[src/rtl/stepper_step_gen_pkg.sv]
// Shared types and board defaults for the stepper step-pulse generator.
// Latency: n/a (declarations only).
// Backpressure: n/a.
package stepper_step_gen_pkg;

    typedef enum logic [1:0] {
        ST_IDLE = 2'd0,
        ST_RUN  = 2'd1,
        ST_DONE = 2'd2
    } state_t;

    // Ramp endpoints for the 12 MHz board clock: 10 ms start/stop period
    localparam int DEF_START_PER = 120000;
    localparam int DEF_RAMP_DEC  = 4000;

endpackage

[src/rtl/stepper_step_gen_step_ramp_calc.sv]
// Next step period / ramp depth for a linear accel-cruise-decel profile.
// Latency: purely combinational.
// Backpressure: none; evaluated only on step cycles by the parent.
module step_ramp_calc
    import stepper_step_gen_pkg::*;
#(
    parameter int CNT_W     = 16,
    parameter int PER_W     = 24,
    parameter int START_PER = DEF_START_PER,
    parameter int RAMP_DEC  = DEF_RAMP_DEC
) (
    input  logic [PER_W-1:0] cur_per,
    input  logic [PER_W-1:0] tgt,
    input  logic [CNT_W-1:0] rem_after,
    input  logic [CNT_W-1:0] ramp_cnt,
    output logic [PER_W-1:0] nxt_per,
    output logic [CNT_W-1:0] nxt_ramp
);

    // One extra bit so sums and differences never wrap before comparing
    logic [PER_W:0] cur_ext;
    logic [PER_W:0] tgt_ext;
    logic [PER_W:0] start_ext;
    logic [PER_W:0] dec_ext;
    logic [PER_W:0] inc_sum;

    assign cur_ext   = {1'b0, cur_per};
    assign tgt_ext   = {1'b0, tgt};
    assign start_ext = (PER_W+1)'(START_PER);
    assign dec_ext   = (PER_W+1)'(RAMP_DEC);
    assign inc_sum   = cur_ext + dec_ext;

    // Decelerate once the remaining steps fit inside the ramp already climbed,
    // otherwise accelerate toward the target, otherwise cruise.
    always_comb begin
        nxt_per  = cur_per;
        nxt_ramp = ramp_cnt;
        if ((rem_after <= ramp_cnt) && (cur_ext < start_ext)) begin
            nxt_per  = (inc_sum > start_ext) ? start_ext[PER_W-1:0] : inc_sum[PER_W-1:0];
            nxt_ramp = ramp_cnt - CNT_W'(1);
        end else if (cur_per > tgt) begin
            nxt_per  = (cur_ext > (tgt_ext + dec_ext)) ? (cur_per - dec_ext[PER_W-1:0]) : tgt;
            nxt_ramp = ramp_cnt + CNT_W'(1);
        end
    end

endmodule

[src/rtl/stepper_step_gen.sv]
// Step-pulse generator: accepts a move, emits ramped one-cycle step strobes, tracks position.
// Latency: first step cur_per cycles after acceptance; done one cycle after last step/abort.
// Backpressure: cmd_ready high only in IDLE; commands offered while busy are dropped.
module stepper_step_gen
    import stepper_step_gen_pkg::*;
#(
    parameter int CNT_W     = 16,
    parameter int PER_W     = 24,
    parameter int POS_W     = 24,
    parameter int START_PER = DEF_START_PER,
    parameter int RAMP_DEC  = DEF_RAMP_DEC
) (
    input  logic             clk,
    input  logic             rst,
    input  logic             cmd_valid,
    output logic             cmd_ready,
    input  logic             cmd_dir,
    input  logic [CNT_W-1:0] cmd_steps,
    input  logic [PER_W-1:0] cmd_period,
    input  logic             abort,
    output logic             step,
    output logic             dir,
    output logic             busy,
    output logic             done,
    output logic [POS_W-1:0] pos
);

    localparam logic [PER_W-1:0] START_P = PER_W'(START_PER);
    localparam logic [PER_W-1:0] MIN_PER = PER_W'(2);

    state_t           state_q, state_d;
    logic             dir_q, dir_d;
    logic [CNT_W-1:0] rem_q, rem_d;
    logic [CNT_W-1:0] ramp_q, ramp_d;
    logic [PER_W-1:0] tgt_q, tgt_d;
    logic [PER_W-1:0] cur_per_q, cur_per_d;
    logic [PER_W-1:0] timer_q, timer_d;
    logic [POS_W-1:0] pos_q, pos_d;
    logic             step_q, step_d;
    logic             busy_q, busy_d;
    logic             done_q, done_d;

    logic [PER_W-1:0] tgt_in;
    logic [CNT_W-1:0] rem_dec;
    logic [PER_W-1:0] ramp_per;
    logic [CNT_W-1:0] ramp_nxt;

    // A period of 1 could never produce a distinct strobe, so clamp to 2
    assign tgt_in    = (cmd_period < MIN_PER) ? MIN_PER : cmd_period;
    assign rem_dec   = rem_q - CNT_W'(1);
    assign cmd_ready = (state_q == ST_IDLE);

    assign step = step_q;
    assign dir  = dir_q;
    assign busy = busy_q;
    assign done = done_q;
    assign pos  = pos_q;

    step_ramp_calc #(
        .CNT_W     (CNT_W),
        .PER_W     (PER_W),
        .START_PER (START_PER),
        .RAMP_DEC  (RAMP_DEC)
    ) u_ramp (
        .cur_per   (cur_per_q),
        .tgt       (tgt_q),
        .rem_after (rem_dec),
        .ramp_cnt  (ramp_q),
        .nxt_per   (ramp_per),
        .nxt_ramp  (ramp_nxt)
    );

    // State and datapath registers, synchronous reset drops any move in flight
    always_ff @(posedge clk) begin
        if (rst) begin
            state_q   <= ST_IDLE;
            dir_q     <= 1'b0;
            rem_q     <= '0;
            ramp_q    <= '0;
            tgt_q     <= '0;
            cur_per_q <= '0;
            timer_q   <= '0;
            pos_q     <= '0;
            step_q    <= 1'b0;
            busy_q    <= 1'b0;
            done_q    <= 1'b0;
        end else begin
            state_q   <= state_d;
            dir_q     <= dir_d;
            rem_q     <= rem_d;
            ramp_q    <= ramp_d;
            tgt_q     <= tgt_d;
            cur_per_q <= cur_per_d;
            timer_q   <= timer_d;
            pos_q     <= pos_d;
            step_q    <= step_d;
            busy_q    <= busy_d;
            done_q    <= done_d;
        end
    end

    // Next state: a zero-step move spends one cycle in RUN before finishing
    always_comb begin
        state_d = state_q;
        case (state_q)
            ST_IDLE: if (cmd_valid) state_d = ST_RUN;
            ST_RUN: begin
                if (abort || (rem_q == '0) || (step_q && (rem_q == CNT_W'(1)))) begin
                    state_d = ST_DONE;
                end
            end
            ST_DONE: state_d = ST_IDLE;
            default: state_d = ST_IDLE;
        endcase
    end

    // Datapath and registered outputs; step_q marks the cycle timer hits cur_per-1
    always_comb begin
        dir_d     = dir_q;
        rem_d     = rem_q;
        ramp_d    = ramp_q;
        tgt_d     = tgt_q;
        cur_per_d = cur_per_q;
        timer_d   = timer_q;
        pos_d     = pos_q;
        if ((state_q == ST_IDLE) && cmd_valid) begin
            dir_d     = cmd_dir;
            rem_d     = cmd_steps;
            tgt_d     = tgt_in;
            cur_per_d = (START_P > tgt_in) ? START_P : tgt_in;
            timer_d   = '0;
            ramp_d    = '0;
        end else if (state_q == ST_RUN) begin
            if (step_q) begin
                timer_d   = '0;
                rem_d     = rem_dec;
                pos_d     = dir_q ? (pos_q + POS_W'(1)) : (pos_q - POS_W'(1));
                cur_per_d = ramp_per;
                ramp_d    = ramp_nxt;
            end else begin
                timer_d = timer_q + PER_W'(1);
            end
        end
        step_d = (state_d == ST_RUN) && (timer_d == (cur_per_d - PER_W'(1)));
        busy_d = (state_d != ST_IDLE);
        done_d = (state_d == ST_DONE);
    end

endmodule

[config.mk]
export PLATFORM = sky130hd
export DESIGN_NAME = stepper_step_gen
export DESIGN_NICKNAME = d
export VERILOG_FILES = /design/src/rtl/stepper_step_gen_pkg.sv /design/src/rtl/stepper_step_gen_step_ramp_calc.sv /design/src/rtl/stepper_step_gen.sv
export SDC_FILE = /design/constraint.sdc
export NUM_CORES = 1
export LEC_CHECK = 0
export ABC_AREA = 1
export BUFFER_PORTS_ARGS = -buffer_cell sky130_fd_sc_hd__buf_4
export CAP_MARGIN = 20
export CELL_PAD_IN_SITES_DETAIL_PLACEMENT = 1
export CELL_PAD_IN_SITES_GLOBAL_PLACEMENT = 2
export CORE_MARGIN = 1
export CORE_UTILIZATION = 31
export CTS_CLUSTER_SIZE = 10
export DETAILED_ROUTE_END_ITERATION = 10
export GPL_TIMING_DRIVEN = 0
export HOLD_SLACK_MARGIN = 0.06
export PLACE_DENSITY_LB_ADDON = 0.1
export SKIP_CTS_REPAIR_TIMING = 1
export SLEW_MARGIN = 5
export SYNTH_ARGS = -nofsm -noshare
export SYNTH_HDL_FRONTEND = slang
export SYNTH_SLANG_ARGS = --single-unit
export TNS_END_PERCENT = 10
[constraint.sdc]
create_clock -name clk -period 5 [get_ports clk]
set_input_delay 1 -clock clk [delete_from_list [all_inputs] [get_ports clk]]
set_output_delay 1 -clock clk [all_outputs]
set_load 0.01 [all_outputs]
==> results of run 1 <==
-- metal layers --
metal,GRT usage,vias up
met2,0.4137,207
met4,0.06553,0
met1,0.3503,6183
li1,-,6430
met5,0,-
met3,0.03207,50
-- worst min path at each step --
stage	startpoint	to	slack [ns]	cells past startpoint
6_report	pos[23]	pos[23]	0.47	1
5_1_grt	pos[23]	pos[23]	0.50	1
4_1_cts	pos[23]	pos[23]	0.46	1
3_5_place_dp	pos[23]	pos[23]	0.46	1
3_3_place_gp	pos[23]	pos[23]	0.44	1
2_1_floorplan	ramp_q[6]	ramp_q[6]	0.45	2
-- state kept, by name, indices dropped and copies added, names as in the netlist --
name / count
step: 1
timer_q: 24
ramp_q: 16
state_q: 2
busy: 1
pos: 24
dir: 1
done: 1
cur_per_q: 24
tgt_q: 24
rem_q: 16
-- logic make-up after synthesis --
logic type | count (synthesis) | synth area share
AND/OR/NAND/NOR | 944 | 0.3481
buffers and inverters | 317 | 0.1036
AO/OA/AOI/OAI | 305 | 0.1434
flip-flops | 134 | 0.2225
adder cells (fa/ha/maj) | 104 | 0.1092
XOR/XNOR | 100 | 0.07326
-- metrics by stage --
step | worst slack (ns) | utilization | hold WS, ns | TNS (ns)
final | -0.2968 | 0.3769 | 0.4678 | -0.9116
after global routing | -0.7975 | 0.3769 | 0.5010 | -3.456
after CTS | -1.568 | 0.3639 | 0.4638 | -10.09
after detailed placement | -1.504 | 0.3490 | 0.4553 | -9.590
after global placement | -1.333 | 0.3490 | 0.4401 | -8.416
after floorplan | 0.03724 | - | 0.4540 | 0
-- critical path: cells and delay by family, from the launching register on --
| kind | cells | cell delay [ns] |
|---|---|---|
| buffers and inverters | 4 | 0.36 |
| adders and majority gates | 2 | 0.54 |
| and+or+nand+nor | 23 | 2.46 |
| xor gates and xnor gates | 1 | 0.10 |
| AOI/OAI and AO/OA | 10 | 1.42 |
| DFF | 1 | 0.35 |
-- power by group through the flow --
stage / sequential [mW] / clock (mW) / combinational (mW)
2_1_floorplan: 1.17 / 0 / 0.976
3_5_place_dp: 1.20 / 0 / 1.41
5_1_grt: 1.19 / 1.36 / 1.74
6_report: 1.18 / 1.29 / 1.56
3_3_place_gp: 1.20 / 0 / 1.39
4_1_cts: 1.18 / 1.32 / 1.42
-- layout make-up --
type | instances | area share
clock inverters | 10 | 0.007352
multi-input cells | 1453 | 0.5866
well taps | 511 | 0.04472
flip-flops and latches | 134 | 0.1878
inverters | 265 | 0.07037
repair buffers | 94 | 0.05181
clock buffers | 21 | 0.03221
plain buffers | 52 | 0.01917
-- layout by cell type (no fill, tap or decap), types with 27 or more instances in the layout --
cell      count
a21oi_1     107
buf_4        96
clkbuf_1     34
dfxtp_1     132
ha_1         98
inv_1       240
nand2_1     435
nand2_2      37
nand3_1     144
nand4_1      27
nor2_1      191
nor3_1       32
o21ai_0      88
xor2_1       81
==> flow_summary.yaml, run 1 <==
run_status:
  status: "complete, but fails checks"
  violations: "negative setup slack"
drt:
  wl_met3_um: 1650
  drtAntennaViolNets: 0
  firstDrtPassIters: 5
  vias: 12870
  wl_met2_um: 22190
  wl_um: 49060
  wire_per_inst_um: 19.31
  drc: 0
  drt-initial-drc-count: 528
  wl_met1_um: 24230
  routed.top_layer: "met4"
  via_per_inst: 5.067
placed_design:
  dp_hpwl_um: 39590
  placed_cells: 2487
  place.gp.congestion: 0.8954
  postPlaceCellArea_mm2: 0.01324
  portBuffers: 72
sta:
  worst_slack_ns: -0.2968
  relSlewSlack: 0.3137
  finalMaxSlewViolations: 0
  finalCriticalPeriod_ns: 5.297
  fin_skew_ns: 0.01209
  setup_viol: 4
  grt_setup_unrepaired: "yes"
  fmax_mhz: 188.8
  worstMarginPinSlew_ns: 1.030
  period_share: 1.059
  finalHoldViolCount: 0
synth:
  ys_ff_latch: 134
  synthTopCellsByArea: "dfxtp_1 22%, nand2_1 14%, ha_1 11%, inv_1 7.5%, nor2_1 6.2%"
  syn_inst: 1904
  async_flop_share: 0
  ys_seq_area_frac: 0.2225
  synth_top_cell_area_share: 0.2225
  synth_area_leader_cell: "dfxtp_1"
  ys_types: 55
  syn_area_mm2: 0.01206
  syn_nets: 2053
  ys.flop_type: "dfxtp_1"
  yosys_warnings: 0
  synth-edff-count: 0
  synth_common_cells: "445 x nand2_1, 242 x inv_1, 198 x nor2_1"
  synthMostInstantiatedCell: "nand2_1"
  syn-mean-instance-area_um2: 6.333
final_layout:
  multi_input_area_mm2: 0.008386
  seq_area_mm2: 0.002685
  final_nets: 2166
  diodes: 0
  layout.cells.non_filler: 2540
  postLayoutCellArea_mm2: 0.01430
  nFillCells: 5000
  areaGrowthSynthToFinish_pct: 18.56
  drive_gt1_frac: 0.1439
floorplanning:
  die_w_um: 199.2
  initial_core_util: 0.3179
  die_area_mm2: 0.03969
  core_area_mm2: 0.03793
  die_y_um: 199.2
  ios: 74
  row_count: 71
setup_path:
  r2r.worst_path.cells: 40
  crit_path_frequent_cell: "nand2_1"
  rr_startpoint: "rem_q[2]"
  crit_path_end: "ramp_q[15]"
  reg2reg_slack_ns: -0.30
  worst_path_max_delay_cell: "dfxtp_2"
  worstSetupStartpointType: "flop"
  rr_endpoint: "ramp_q[15]"
  critPathArrivalTime_ns: 5.68
  crit_start: "rem_q[2]"
  required_ns: 5.39
  cp-end-kind: "flop"
  critPathMaxFanout: 8
  critical_path_class: "reg2reg"
  critPathMaxStageDelay_ns: 0.35
cts:
  clock_latency_ns: 0.45
  clock_sinks: 134
  htreeDepth: 4
  cts_buffers: 17
  cts-root-buf: "clkbuf_16"
  clk_pin_slew_ns: 0.06
  tritoncts: "yes"
  clockBufferDepth: 2
power_and_ir_drop:
  p_sw_frac: 0.4035
  power_density_mw_per_mm2: 282.1
  power.switching_mw: 1.628
  ir_drop_mv: 0.2543
  p_int_mw: 2.406
  power.total_mw: 4.033
  pwr-share-seq: 0.293
  clockPowerShare: 0.320
  share_comb_of_total_power: 0.387
  leakagePower_nw: 6.702
grt:
  grt_pass1_wl_um: 75380
  grt_max_degree: 27
  grt_usage: 0.2538
  antenna_found_initial: 0
  overflow: 0
  first_global_vias: 12900
run:
  drv_cap: 0
worst_hold_path:
  hp-class: "reg2reg"
Power figures use the tool's default switching activity.
==> run 2, diff against run 1 <==
--- a/config.mk
+++ b/config.mk
@@ -10,7 +10,7 @@
 export CAP_MARGIN = 20
 export CELL_PAD_IN_SITES_DETAIL_PLACEMENT = 1
 export CELL_PAD_IN_SITES_GLOBAL_PLACEMENT = 2
-export CORE_MARGIN = 1
+export CORE_MARGIN = 2
 export CORE_UTILIZATION = 31
 export CTS_CLUSTER_SIZE = 10
 export DETAILED_ROUTE_END_ITERATION = 10
==> flow_summary.yaml, run 2 (synthesis gave the netlist of run 1 again) <==
cts:
  clockBufferDepth: 2
  htreeDepth: 4
  cts_buffers: 17
  cts-root-buf: "clkbuf_16"
  clock_sinks: 134
  clock_latency_ns: 0.45
  tritoncts: "yes"
  clk_pin_slew_ns: 0.07
drt:
  vias: 12860
  firstDrtPassIters: 5
  drt-initial-drc-count: 503
  via_per_inst: 5.030
  drtAntennaViolNets: 0
  wire_per_inst_um: 18.83
  wl_um: 48120
  drc: 0
setup_path:
  critical_path_class: "reg2reg"
  critPathMaxFanout: 10
  required_ns: 5.38
  cp-end-kind: "flop"
  critPathMaxStageDelay_ns: 0.36
  worstSetupStartpointType: "flop"
  critPathBufInv: 6
  worst_path_max_delay_cell: "dfxtp_4"
  critPathArrivalTime_ns: 5.66
  crit_path_frequent_cell: "nand2_1"
  worst_path_dominant_cell_family: "simple AND/OR/NAND/NOR gates"
placed_design:
  dp_hpwl_um: 38930
  place_ws_ns: -1.371
  place.gp.congestion: 0.8961
  placed_cells: 2494
  portBuffers: 72
final_layout:
  seq_area_mm2: 0.002690
  areaGrowthSynthToFinish_pct: 19.51
  nFillCells: 5093
  diodes: 0
  layout_common_cells: "435 x nand2_1, 240 x inv_1, 192 x nor2_1, 141 x nand3_1, 132 x dfxtp_1"
  final_common_cell: "nand2_1"
  final_nets: 2174
  drive_gt1_frac: 0.1511
  final_core_util: 0.3737
  layout.cells.non_filler: 2556
  multi_input_area_mm2: 0.008406
power_and_ir_drop:
  power.total_mw: 4.061
  power_density_mw_per_mm2: 281.8
  clockPowerShare: 0.331
  p_sw_frac: 0.4049
  pwr-share-seq: 0.289
  power.switching_mw: 1.644
  leakagePower_nw: 6.761
  ir_drop_mv: 0.2444
  share_comb_of_total_power: 0.379
  p_int_mw: 2.417
sta:
  relSlewSlack: 0.3212
  fin_skew_ns: 0.01068
  finalHoldViolCount: 0
  setup_viol: 4
  finalMaxSlewViolations: 0
  finalSetupTns_ns: -0.6678
  worst_slack_ns: -0.2778
  period_share: 1.056
  grt_setup_unrepaired: "yes"
  fmax_mhz: 189.5
  worstMarginPinSlew_ns: 1.017
  finalCriticalPeriod_ns: 5.278
grt:
  globalRouteMet1Util: 0.3213
  grt_use_met3: 0.03304
  top_usage_layer: "met2"
  first_global_vias: 12910
  overflow: 0
  grt_pass1_wl_um: 73850
  antenna_found_initial: 1
  grt_usage: 0.2354
  grt_util_met2: 0.3903
  grt_max_degree: 27
worst_hold_path:
  hp-class: "reg2reg"
floorplanning:
  core_area_mm2: 0.03856
  initial_core_util: 0.3127
  ios: 74
  die_y_um: 201.2
  die_w_um: 201.2
  die_area_mm2: 0.04049
  row_count: 72
run_status:
  violations: "negative setup slack"
  status: "complete, but fails checks"
run:
  drv_cap: 0
==> run 2: changes by cell type in the layout (fill, tap and decap cells not counted), sizes merged <==
cell    change
buf         +9
inv         +3
clkbuf      -3
==> run 2: layer usage <==
layer,vias to the layer above,part of all wire
met2,202,0.46
li1,6424,-
met5,-,0
met4,0,0.016
met3,33,0.040
met1,6197,0.48
==> run 2: worst register-to-register path, delay by kind of cell, from the launching register on <==
| family | cells | cell delay, ns |
|---|---|---|
| buffers and inverters | 6 | 0.59 |
| AOI/OAI and AO/OA | 11 | 1.56 |
| DFF | 1 | 0.36 |
| adders and majority gates | 3 | 0.72 |
| xor gates and xnor gates | 1 | 0.17 |
| and+or+nand+nor | 17 | 1.82 |
==> run 2: path summary, 6_finish.rpt <==
kind            start         end  slack (ns)  cells past startpoint
max          rem_q[1]  ramp_q[14]       -0.28                     38
min           pos[23]     pos[23]        0.45                      1
max reg2reg  rem_q[1]  ramp_q[14]       -0.28                     38
min reg2reg   pos[23]     pos[23]        0.45                      1
==> run 2: area by class of cell <==
cell class | instances | share of cell area
well taps | 518 | 0.04498
flip-flops and latches | 134 | 0.1867
plain buffers | 52 | 0.01849
repair buffers | 102 | 0.05522
clock inverters | 13 | 0.01007
multi-input cells | 1453 | 0.5833
inverters | 265 | 0.06981
clock buffers | 19 | 0.03143
==> run 2: power groups by stage <==
stage	Combinational [mW]	Clock, mW	Sequential (mW)
3_5_place_dp	1.39	0	1.20
4_1_cts	1.40	1.38	1.17
3_3_place_gp	1.36	0	1.20
6_report	1.54	1.35	1.18
5_1_grt	1.72	1.42	1.18
2_1_floorplan	0.976	0	1.17
==> run 2: through the flow <==
step                      instance area (µm²)  hold WS, ns
after floorplan                         12060       0.4540
after global placement                  13250       0.4451
after detailed placement                13250       0.4513
after CTS                               13840       0.4622
after global routing                    14410       0.4788
final                                   14410       0.4546
==> run 3, diff against run 2 <==
--- a/config.mk
+++ b/config.mk
@@ -12,14 +12,17 @@
 export CELL_PAD_IN_SITES_GLOBAL_PLACEMENT = 2
 export CORE_MARGIN = 2
 export CORE_UTILIZATION = 31
+export CTS_CLUSTER_DIAMETER = 100
 export CTS_CLUSTER_SIZE = 10
 export DETAILED_ROUTE_END_ITERATION = 10
 export GPL_TIMING_DRIVEN = 0
 export HOLD_SLACK_MARGIN = 0.06
 export PLACE_DENSITY_LB_ADDON = 0.1
+export RECOVER_POWER = 100
 export SKIP_CTS_REPAIR_TIMING = 1
 export SLEW_MARGIN = 5
 export SYNTH_ARGS = -nofsm -noshare
 export SYNTH_HDL_FRONTEND = slang
+export SYNTH_HIERARCHICAL = 1
 export SYNTH_SLANG_ARGS = --single-unit
 export TNS_END_PERCENT = 10
==> flow_summary.yaml, run 3 <==
run_status:
  status: "complete, but fails checks"
  violations: "negative setup slack"
grt:
  overflow: 0
  grt_pass1_wl_um: 76690
  globalRouteMet1Util: 0.3160
  first_global_vias: 13880
  grt_usage: 0.2403
  top_usage_layer: "met2"
  grt_use_met3: 0.03991
  grt_util_met2: 0.4054
  grt_max_degree: 27
  antenna_found_initial: 0
cts:
  tritoncts: "yes"
  clock_sinks: 134
  clk_pin_slew_ns: 0.07
  cts_buffers: 17
  htreeDepth: 4
  clock_latency_ns: 0.50
  clockBufferDepth: 2
  cts-root-buf: "clkbuf_16"
setup_path:
  critPathMaxFanout: 7
  worst_path_max_delay_cell: "dfxtp_4"
  critPathMaxStageDelay_ns: 0.38
  reg2reg_slack_ns: -0.13
  critical_path_class: "reg2reg"
  rr_endpoint: "step"
  critPathBufInv: 4
  cp-end-kind: "flop"
  r2r.worst_path.cells: 37
  required_ns: 5.44
  critPathArrivalTime_ns: 5.57
  rr_startpoint: "tgt_q[5]"
  worst_path_dominant_cell_family: "simple AND/OR/NAND/NOR gates"
  worstSetupStartpointType: "flop"
power_and_ir_drop:
  pwr-share-seq: 0.282
  leakagePower_nw: 6.929
  clockPowerShare: 0.334
  power_density_mw_per_mm2: 285.6
  power.total_mw: 4.203
  ir_drop_mv: 0.2737
  p_sw_frac: 0.4103
  share_comb_of_total_power: 0.384
  power.switching_mw: 1.724
  p_int_mw: 2.479
synth:
  synth_area_leader_cell: "dfxtp_1"
  syn_area_mm2: 0.01255
  yosys_warnings: 6
  synthTopCellsByArea: "dfxtp_1 21%, nand2_1 17%, ha_1 9.1%, inv_1 7.8%, nor2_1 7.2%"
  async_flop_share: 0
  syn_inst: 2076
  synth_top_cell_area_share: 0.2137
  ys_seq_area_frac: 0.2137
  synthMostInstantiatedCell: "nand2_1"
  ys.flop_type: "dfxtp_1"
  ys_types: 52
  synth-edff-count: 0
  ys_ff_latch: 134
  synth_common_cells: "582 x nand2_1, 260 x inv_1, 241 x nor2_1"
  syn_nets: 2213
  syn-mean-instance-area_um2: 6.047
final_layout:
  final_nets: 2325
  areaGrowthSynthToFinish_pct: 17.20
  final_common_cell: "nand2_1"
  diodes: 0
  multi_input_area_mm2: 0.008826
  seq_area_mm2: 0.002693
  postLayoutCellArea_mm2: 0.01471
  layout.cells.non_filler: 2726
  layout_common_cells: "566 x nand2_1, 256 x inv_1, 226 x nor2_1, 139 x nand3_1, 130 x dfxtp_1"
  drive_gt1_frac: 0.1077
  nFillCells: 5318
worst_hold_path:
  min_from: "pos[23]"
  hold_path_depth: 1
  hp-class: "reg2reg"
  min_to: "pos[23]"
floorplanning:
  row_count: 73
  initial_core_util: 0.3153
  die_y_um: 205.2
  die_w_um: 205.2
  core_area_mm2: 0.03982
  die_area_mm2: 0.04212
  ios: 74
placed_design:
  dp_hpwl_um: 40600
  portBuffers: 72
  placed_cells: 2673
  postPlaceCellArea_mm2: 0.01375
  place.gp.congestion: 0.8340
  place_ws_ns: -1.127
sta:
  grt_setup_unrepaired: "yes"
  relSlewSlack: 0.2973
  period_share: 1.026
  fin_skew_ns: 0.01380
  worstMarginPinSlew_ns: 1.053
  finalMaxSlewViolations: 0
  finalHoldViolCount: 0
  fmax_mhz: 194.9
  setup_viol: 1
  finalCriticalPeriod_ns: 5.132
  finalSetupTns_ns: -0.1320
  worst_slack_ns: -0.1320
drt:
  drc: 0
  drtAntennaViolNets: 0
  firstDrtPassIters: 4
  wl_um: 49460
  wire_per_inst_um: 18.14
  via_per_inst: 5.028
  vias: 13710
  drt-initial-drc-count: 498
run:
  drv_cap: 0
[run 3: cell count changes after synthesis, sizes merged, moves of 10 or more]
cell    before  now
nand2      474  596
nand4       28   66
nor2       225  261
a22oi        2   17
a21oi      120  106
ha         102   91
o21bai      26   16
[run 3: worst max path at each step]
stage | startpoint | endpoint | cells after the start
2_1_floorplan | tgt_q[5] | step | 38
3_3_place_gp | tgt_q[5] | step | 37
3_5_place_dp | tgt_q[6] | step | 37
4_1_cts | tgt_q[6] | step | 37
5_1_grt | tgt_q[5] | step | 37
6_report | tgt_q[5] | step | 37
[run 3: layer usage]
| layer | part of all wire | vias up | routed length [µm] |
|---|---|---|---|
| met1 | 0.49 | 6523 | 24020 |
| met4 | 0.021 | 0 | 1040 |
| met2 | 0.47 | 146 | 23150 |
| li1 | - | 6994 | - |
| met3 | 0.025 | 42 | 1247 |
| met5 | 0 | - | 0 |
[run 3: cells by family after synthesis]
family          share of synthesized area
compound gates                     0.1325
flops                              0.2137
buf+inv                            0.1048
simple gates                       0.3980
xor+xnor                          0.05860
fa+ha+maj                         0.09229
[run 3: through the flow]
| stage | util | hold WS [ns] |
|---|---|---|
| final | 0.3695 | 0.4592 |
| after global routing | 0.3695 | 0.4855 |
| after CTS | 0.3611 | 0.4647 |
| after global placement | 0.3453 | 0.4426 |
| after detailed placement | 0.3453 | 0.4533 |
| after floorplan | - | 0.4584 |
[run 3: final cells by class]
| cell class | count | share of cell area |
|---|---|---|
| sequential | 134 | 0.1830 |
| tap | 525 | 0.04464 |
| timing repair buffer | 93 | 0.04005 |
| inverter | 271 | 0.06964 |
| buffer | 61 | 0.02024 |
| multi-input combinational | 1610 | 0.5998 |
| clock buffer | 18 | 0.02917 |
| clock inverter | 14 | 0.01344 |
[run 3: power groups by stage]
stage / logic (mW) / clock network (mW) / registers (mW)
after CTS: 1.50 / 1.45 / 1.18
final: 1.61 / 1.40 / 1.18
after global placement: 1.46 / 0 / 1.20
after detailed placement: 1.49 / 0 / 1.20
after floorplan: 1.01 / 0 / 1.18
after global routing: 1.81 / 1.48 / 1.19
